<file path="src/rtl/vga_pkg.sv">
// Default 640x480@60 timing constants, the timing record type and helpers
// that derive the total line/frame lengths from it.
package vga_pkg;

  localparam int VGA_H_ACTIVE = 640;
  localparam int VGA_H_FP     = 16;
  localparam int VGA_H_SYNC   = 96;
  localparam int VGA_H_BP     = 48;
  localparam int VGA_V_ACTIVE = 480;
  localparam int VGA_V_FP     = 10;
  localparam int VGA_V_SYNC   = 2;
  localparam int VGA_V_BP     = 33;

  typedef struct packed {
    logic [15:0] active;
    logic [15:0] fp;
    logic [15:0] sync;
    logic [15:0] bp;
  } vga_axis_t;

  typedef struct packed {
    vga_axis_t h;
    vga_axis_t v;
  } vga_timing_t;

  function automatic vga_axis_t vga_axis(input int active, fp, sync, bp);
    vga_axis_t a;
    a.active = 16'(active);
    a.fp     = 16'(fp);
    a.sync   = 16'(sync);
    a.bp     = 16'(bp);
    return a;
  endfunction

  function automatic int h_total(input vga_timing_t t);
    return int'(t.h.active) + int'(t.h.fp) + int'(t.h.sync) + int'(t.h.bp);
  endfunction

  function automatic int v_total(input vga_timing_t t);
    return int'(t.v.active) + int'(t.v.fp) + int'(t.v.sync) + int'(t.v.bp);
  endfunction

endpackage

</file>
<file path="src/rtl/vga_delay_line.sv">
// Enable-advanced shift register of DEPTH stages; DEPTH=0 is a plain wire.
module vga_delay_line #(
  parameter int                DEPTH   = 1,
  parameter int                WIDTH   = 1,
  parameter logic [WIDTH-1:0]  RST_VAL = '0
) (
  input  logic             clk,
  input  logic             rst,
  input  logic             en_i,
  input  logic [WIDTH-1:0] d_i,
  output logic [WIDTH-1:0] q_o
);

  if (DEPTH == 0) begin : g_wire
    logic unused_ok;
    assign unused_ok = ^{clk, rst, en_i};
    assign q_o = d_i;
  end else begin : g_sr
    logic [WIDTH-1:0] sr_q [DEPTH];

    always_ff @(posedge clk) begin
      if (rst) begin
        for (int i = 0; i < DEPTH; i++) sr_q[i] <= RST_VAL;
      end else if (en_i) begin
        sr_q[0] <= d_i;
        for (int i = 1; i < DEPTH; i++) sr_q[i] <= sr_q[i-1];
      end
    end

    assign q_o = sr_q[DEPTH-1];
  end

endmodule

</file>
<file path="src/rtl/vga_timing_gen.sv">
// VGA raster timing generator with latency-matched sync/blank and colour output.
// Optional internal 8-bar test pattern under `define VGA_TEST_PATTERN_EN.
module vga_timing_gen
  import vga_pkg::*;
#(
  parameter int H_ACTIVE = VGA_H_ACTIVE,
  parameter int H_FP     = VGA_H_FP,
  parameter int H_SYNC   = VGA_H_SYNC,
  parameter int H_BP     = VGA_H_BP,
  parameter int V_ACTIVE = VGA_V_ACTIVE,
  parameter int V_FP     = VGA_V_FP,
  parameter int V_SYNC   = VGA_V_SYNC,
  parameter int V_BP     = VGA_V_BP,
  parameter int CLK_DIV  = 2,
  parameter int PIX_LAT  = 2,
  parameter int HS_POL   = 0,
  parameter int VS_POL   = 0,
  parameter int CW       = 4
) (
  input  logic          clk,
  input  logic          rst,
  output logic          pix_en,
  output logic [15:0]   x,
  output logic [15:0]   y,
  output logic          req,
  input  logic [CW-1:0] r_in,
  input  logic [CW-1:0] g_in,
  input  logic [CW-1:0] b_in,
  output logic          hsync,
  output logic          vsync,
  output logic          blank_n,
  output logic [CW-1:0] r_out,
  output logic [CW-1:0] g_out,
  output logic [CW-1:0] b_out,
  output logic          frame_start,
  output logic          line_start
`ifdef VGA_TEST_PATTERN_EN
  ,
  input  logic          pat_sel
`endif
);

  localparam vga_timing_t TIM = '{h: vga_axis(H_ACTIVE, H_FP, H_SYNC, H_BP),
                                  v: vga_axis(V_ACTIVE, V_FP, V_SYNC, V_BP)};
  localparam int   H_TOTAL  = h_total(TIM);
  localparam int   V_TOTAL  = v_total(TIM);
  localparam int   HS_START = H_ACTIVE + H_FP;
  localparam int   HS_END   = HS_START + H_SYNC;
  localparam int   VS_START = V_ACTIVE + V_FP;
  localparam int   VS_END   = VS_START + V_SYNC;
  localparam logic HS_ACT   = (HS_POL != 0);
  localparam logic VS_ACT   = (VS_POL != 0);
  localparam int   DIV_W    = (CLK_DIV > 1) ? $clog2(CLK_DIV) : 1;

  logic [DIV_W-1:0] div_q, div_d;
  logic             div_last;
  logic [15:0]      x_q, x_d, y_q, y_d;
  logic             raw_hs, raw_vs, raw_bn;

  assign div_last = (div_q == DIV_W'(CLK_DIV - 1));
  assign div_d    = div_last ? '0 : div_q + 1'b1;
  assign pix_en   = div_last & ~rst;

  always_comb begin
    x_d = x_q;
    y_d = y_q;
    if (pix_en) begin
      if (x_q == 16'(H_TOTAL - 1)) begin
        x_d = '0;
        y_d = (y_q == 16'(V_TOTAL - 1)) ? '0 : y_q + 16'd1;
      end else begin
        x_d = x_q + 16'd1;
      end
    end
  end

  always_ff @(posedge clk) begin
    if (rst) begin
      div_q <= '0;
      x_q   <= '0;
      y_q   <= '0;
    end else begin
      div_q <= div_d;
      x_q   <= x_d;
      y_q   <= y_d;
    end
  end

  assign raw_bn = (x_q < 16'(H_ACTIVE)) && (y_q < 16'(V_ACTIVE));
  assign raw_hs = ((x_q >= 16'(HS_START)) && (x_q < 16'(HS_END))) ? HS_ACT : ~HS_ACT;
  assign raw_vs = ((y_q >= 16'(VS_START)) && (y_q < 16'(VS_END))) ? VS_ACT : ~VS_ACT;

  assign x           = x_q;
  assign y           = y_q;
  assign req         = pix_en & raw_bn;
  assign line_start  = pix_en & (x_q == 16'd0);
  assign frame_start = line_start & (y_q == 16'd0);

  // Raw timing rides PIX_LAT stages here; the output register below is the last stage.
`ifdef VGA_TEST_PATTERN_EN
  localparam int DL_W = 6;
  localparam logic [DL_W-1:0] DL_RST = {~HS_ACT, ~VS_ACT, 4'b0000};
  logic [2:0] bar;
  assign bar = 3'((32'(x_q) * 32'd8) / 32'(H_ACTIVE));
`else
  localparam int DL_W = 3;
  localparam logic [DL_W-1:0] DL_RST = {~HS_ACT, ~VS_ACT, 1'b0};
`endif

  logic [DL_W-1:0] dl_d, dl_q;
  logic            dl_hs, dl_vs, dl_bn;

`ifdef VGA_TEST_PATTERN_EN
  assign dl_d = {raw_hs, raw_vs, raw_bn, bar};
`else
  assign dl_d = {raw_hs, raw_vs, raw_bn};
`endif

  vga_delay_line #(
    .DEPTH   (PIX_LAT),
    .WIDTH   (DL_W),
    .RST_VAL (DL_RST)
  ) u_delay (
    .clk  (clk),
    .rst  (rst),
    .en_i (pix_en),
    .d_i  (dl_d),
    .q_o  (dl_q)
  );

  assign dl_hs = dl_q[DL_W-1];
  assign dl_vs = dl_q[DL_W-2];
  assign dl_bn = dl_q[DL_W-3];

  logic [CW-1:0] src_r, src_g, src_b;
  logic [CW-1:0] r_d, g_d, b_d;
  logic [CW-1:0] r_q, g_q, b_q;
  logic          hs_q, vs_q, bn_q;

  always_comb begin
    src_r = r_in;
    src_g = g_in;
    src_b = b_in;
`ifdef VGA_TEST_PATTERN_EN
    if (pat_sel) begin
      src_r = {CW{dl_q[2]}};
      src_g = {CW{dl_q[1]}};
      src_b = {CW{dl_q[0]}};
    end
`endif
    r_d = dl_bn ? src_r : '0;
    g_d = dl_bn ? src_g : '0;
    b_d = dl_bn ? src_b : '0;
  end

  // Output stage: sync, blank and colour leave together.
  always_ff @(posedge clk) begin
    if (rst) begin
      hs_q <= ~HS_ACT;
      vs_q <= ~VS_ACT;
      bn_q <= 1'b0;
      r_q  <= '0;
      g_q  <= '0;
      b_q  <= '0;
    end else if (pix_en) begin
      hs_q <= dl_hs;
      vs_q <= dl_vs;
      bn_q <= dl_bn;
      r_q  <= r_d;
      g_q  <= g_d;
      b_q  <= b_d;
    end
  end

  assign hsync   = hs_q;
  assign vsync   = vs_q;
  assign blank_n = bn_q;
  assign r_out   = r_q;
  assign g_out   = g_q;
  assign b_out   = b_q;

endmodule

</file>
<file path="config.mk">
export PLATFORM = sky130hd
export DESIGN_NAME = vga_timing_gen
export DESIGN_NICKNAME = d
export VERILOG_FILES = /design/src/rtl/vga_pkg.sv /design/src/rtl/vga_delay_line.sv /design/src/rtl/vga_timing_gen.sv
export SDC_FILE = /design/constraint.sdc
export NUM_CORES = 1
export LEC_CHECK = 0
export BUFFER_PORTS_ARGS = -buffer_cell sky130_fd_sc_hd__buf_2
export CAP_MARGIN = 10
export CORE_MARGIN = 4
export CORE_UTILIZATION = 53
export CTS_CLUSTER_SIZE = 10
export DETAILED_ROUTE_END_ITERATION = 8
export PLACE_DENSITY = 0.8
export SYNTH_ARGS = -nofsm -noshare
export SYNTH_HDL_FRONTEND = slang
export SYNTH_SLANG_ARGS = --single-unit
export TNS_END_PERCENT = 5
</file>
<file path="constraint.sdc">
create_clock -name clk -period 2.2 [get_ports clk]
set_input_delay 0.44 -clock clk [delete_from_list [all_inputs] [get_ports clk]]
set_output_delay 0.44 -clock clk [all_outputs]
set_load 0.02 [all_outputs]
</file>
==> implementation parameters <==
Parameter                              Value

Routing
  Uppermost signal routing layer after detailed routing    met4
  Metal1 wirelength    2.811 mm
  Post-route DRC violation count    0
  Routed vias    2322
  Met3 routed WL    472 µm
  Average wire per cell in the routed design    around 15 µm
  Initial detailed-routing violation count    93
  Antenna-violating nets left    0
  Number of detailed-route iterations in the first pass    4
  Per-cell via count in the routed design    roughly 5.4
  Amount of wire on met2 after detailed routing    roughly 2.9 mm
  Post-Route WL    6.278 mm

Logic synthesis
  Number of enable-type register cells in the synthesized netlist    6
  Number of standard cells after synthesis    between 200 and 300
  Mean Syn Cell Area    8.916 µm²
  Most common flop cell mapped by yosys    dfxtp_1
  Netlist Area Pre-Place    approximately 2600 µm²
  Number of warnings reported in the yosys synthesis log    0
  Number of distinct library cell variants in the gate-level netlist after synthesis    45
  Flip-flop and latch count after synthesis    54
  Ys async rst share    0
  Post-synth net total    312
  Register area share after synthesis    0.4353

Setup path
  Class of the most critical setup path    flip-flop to primary output
  CP Max Fanout    5
  Type of origin of the critical path    flip-flop
  Cells traversed along the worst timing path    nor4_4, nand3_4, nor3_4, and4_2, buf_4
  Setup slack on the worst flop-to-flop path    180 ps
  Cell type of the slowest stage on the worst timing path    nor4_4
  Required time of the critical path    1760 ps
  Setup crit end kind    primary output
  Largest stage delay, worst path    approximately 370 ps
  Arrival time of data at the critical path endpoint    1710 ps

Pwr
  Leakage power summed over all cells    1.273 nW
  Post-layout total power    1.718 mW
  Pwr/cell area    536.3 nW/µm²
  Worst ir drop on vdd    0.3218 mV

Finish
  Antenna Diode Count    0
  # fillers    397
  Share of post-route cells with drive strength above 1    0.2967
  # nets final    381
  Area grow syn2layout    22.20%
  Area used by sequential logic in the layout    1149 µm²
  Final Instance Area    3203 µm²
  Number of standard cells in the layout, taps in and fillers out    ~430
  Area of combinational cells with multiple inputs    1421 µm²
  Post-Route Utilization    0.6737

GRT
  Total global routing overflow    0
  Maximum number of pins on one net before global-route repair    35
  Overall Global Routing Usage    0.2032
  Number of global-route vias before repair    2168
  Global-route wire length before repair    10.23 mm
  Antenna violations before repair    0

Run status
  Run status    finished clean

Clock tree
  Deepest level of the CTS H-tree    2
  Reg clk slew, reported paths    around 90 ps
  Deepest clock path buffer count    2
  Clock tree from TritonCTS    yes
  Clock buffer count from CTS    5
  TritonCTS Sinks    54
  Worst skew pair latency    around 300 ps
  Clock Root Buffer    clkbuf_8

Min path
  Hold/Removal Path Class    primary input to flip-flop

Placed design
  Final Wtd Congestion    about 0.87
  DP Cell Count    418
  Pre-CTS setup slack    ~260 ps
  Detailed Place HPWL    4.307 mm
  Standard cell area after detailed placement    3022 µm²
  Count of input and output buffers    64

STA
  Final cycle utilization of the critical path    0.9789
  Fmax    between 400 and 500 MHz
  Post-layout minimum cycle time    2153 ps
  Fin Hold WS    402.5 ps
  Max-slew headroom at the worst pin    0.6388
  Clock Skews    between 6 and 7 ps
  Unrepaired setup endpoints after global routing    yes
  Hold Fails Final Rpt    0
  Slew at the pin with the worst max-slew slack    537.6 ps
  Total of endpoints with negative setup slack in the final report    0
  Number of slew-limit violations in the final report    0
  Setup slack after layout    46.52 ps
  Accumulated negative setup slack    0 ps

Floorplanning
  Die boundary width    78.33 µm
  IO Count    65
  DIE AREA    a little over 6000 µm²
  Core Rows    25
  Floorplan die height    78.33 µm
  Initial cell density of the core    0.5513
  Placeable Area    4755 µm²

Job
  Number of violations of the max-capacitance limit    0
==> cell families after synthesis <==
| family | after synthesis | share of synthesized area |
|---|---|---|
| xor+xnor | 25 | 0.08353 |
| simple gates | 157 | 0.3466 |
| fa+ha+maj | 4 | 0.01909 |
| mux | 4 | 0.01528 |
| buf+inv | 25 | 0.04344 |
| flops | 54 | 0.4353 |
| compound gates | 25 | 0.05680 |
==> synth_stat cells (all sizes together), types with 2 or more instances <==
library cell  number  area [µm²]
a211o              2       17.52
a21oi             15       75.07
and2               5       32.53
and3               6       38.79
and4               6       53.80
buf                7       46.29
clkbuf             8       30.03
dfxtp             48       960.9
edfxtp             6       180.2
ha                 4       50.05
inv               10       37.54
mux2i              4       40.04
nand2             13       48.80
nand2b            17       106.4
nand3             24       132.6
nand4             12       90.09
nor2              37       141.4
nor2b              3       18.77
nor3              17       96.35
nor4              10       92.59
o21ai              3       15.01
xnor2             20       175.2
xor2               5       43.79
==> sequential cells by signal, summed over array words and instances (netlist names) <==
name / flops
div_last: 1
u_delay.g_sr.sr_q: 6
x: 16
g_out: 4
r_out: 4
b_out: 4
vsync: 1
blank_n: 1
hsync: 1
y: 16
==> per-layer routing <==
layer  vias up  global-route usage
li1       1166                   -
met1      1045              0.2750
met2       100              0.3253
met3        11             0.04472
met4         0             0.06119
met5         -                   0
==> worst paths after layout <==
| kind | start | end | cells past startpoint |
|---|---|---|---|
| setup reg to reg | x[10]$_SDFFE_PP0P_ | y[1]$_SDFFE_PP0P_ | 7 |
| hold / removal | b_in[0] | b_out[0]$_SDFFE_PP0P_ | 3 |
| hold reg to reg | u_delay.g_sr.sr_q[0][4]$_SDFFCE_PN1P_ | vsync$_SDFFE_PP1P_ | 1 |
| setup / recovery | x[10]$_SDFFE_PP0P_ | frame_start | 5 |
==> report_power, final <==
group | internal, mW | switching [mW]
Clock | 0.255 | 0.304
Sequential | 1.01 | 0.0129
Combinational | 0.0547 | 0.0830
Total | 1.32 | 0.400
==> placed cells by master, fill, tap and decap left out, drive strengths merged, types with 2 or more instances in the layout <==
cell	instances
buf	77
dfxtp	48
nor2	37
nand3	24
xnor2	20
nand2b	17
nor3	17
a21oi	15
nand2	13
nand4	12
inv	10
nor4	10
clkbuf	7
edfxtp	6
and3	6
and4	6
xor2	5
and2	5
mux2i	4
ha	4
o21ai	3
nor2b	3
a211o	2
==> final cells by class <==
cell class,instances,area share
clock buffer,7,0.02695
sequential,54,0.3586
clock inverter,1,0.001563
timing repair buffer,77,0.1313
inverter,10,0.01172
multi-input combinational,215,0.4437
tap,67,0.02617
==> worst max-delay path: cells and delay by family, from the launching register on <==
kind          cells  cell delay, ps
buf+inv           1             140
flops             1             360
simple gates      4             910
==> timing repair <==
action,in CTS,in global routing
buffers inserted,2,3
resized for setup,5,9
endpoints found under the setup margin,1,2
hold buffers,0,0
pin swaps,3,3
(Power assumes the default switching activity.)
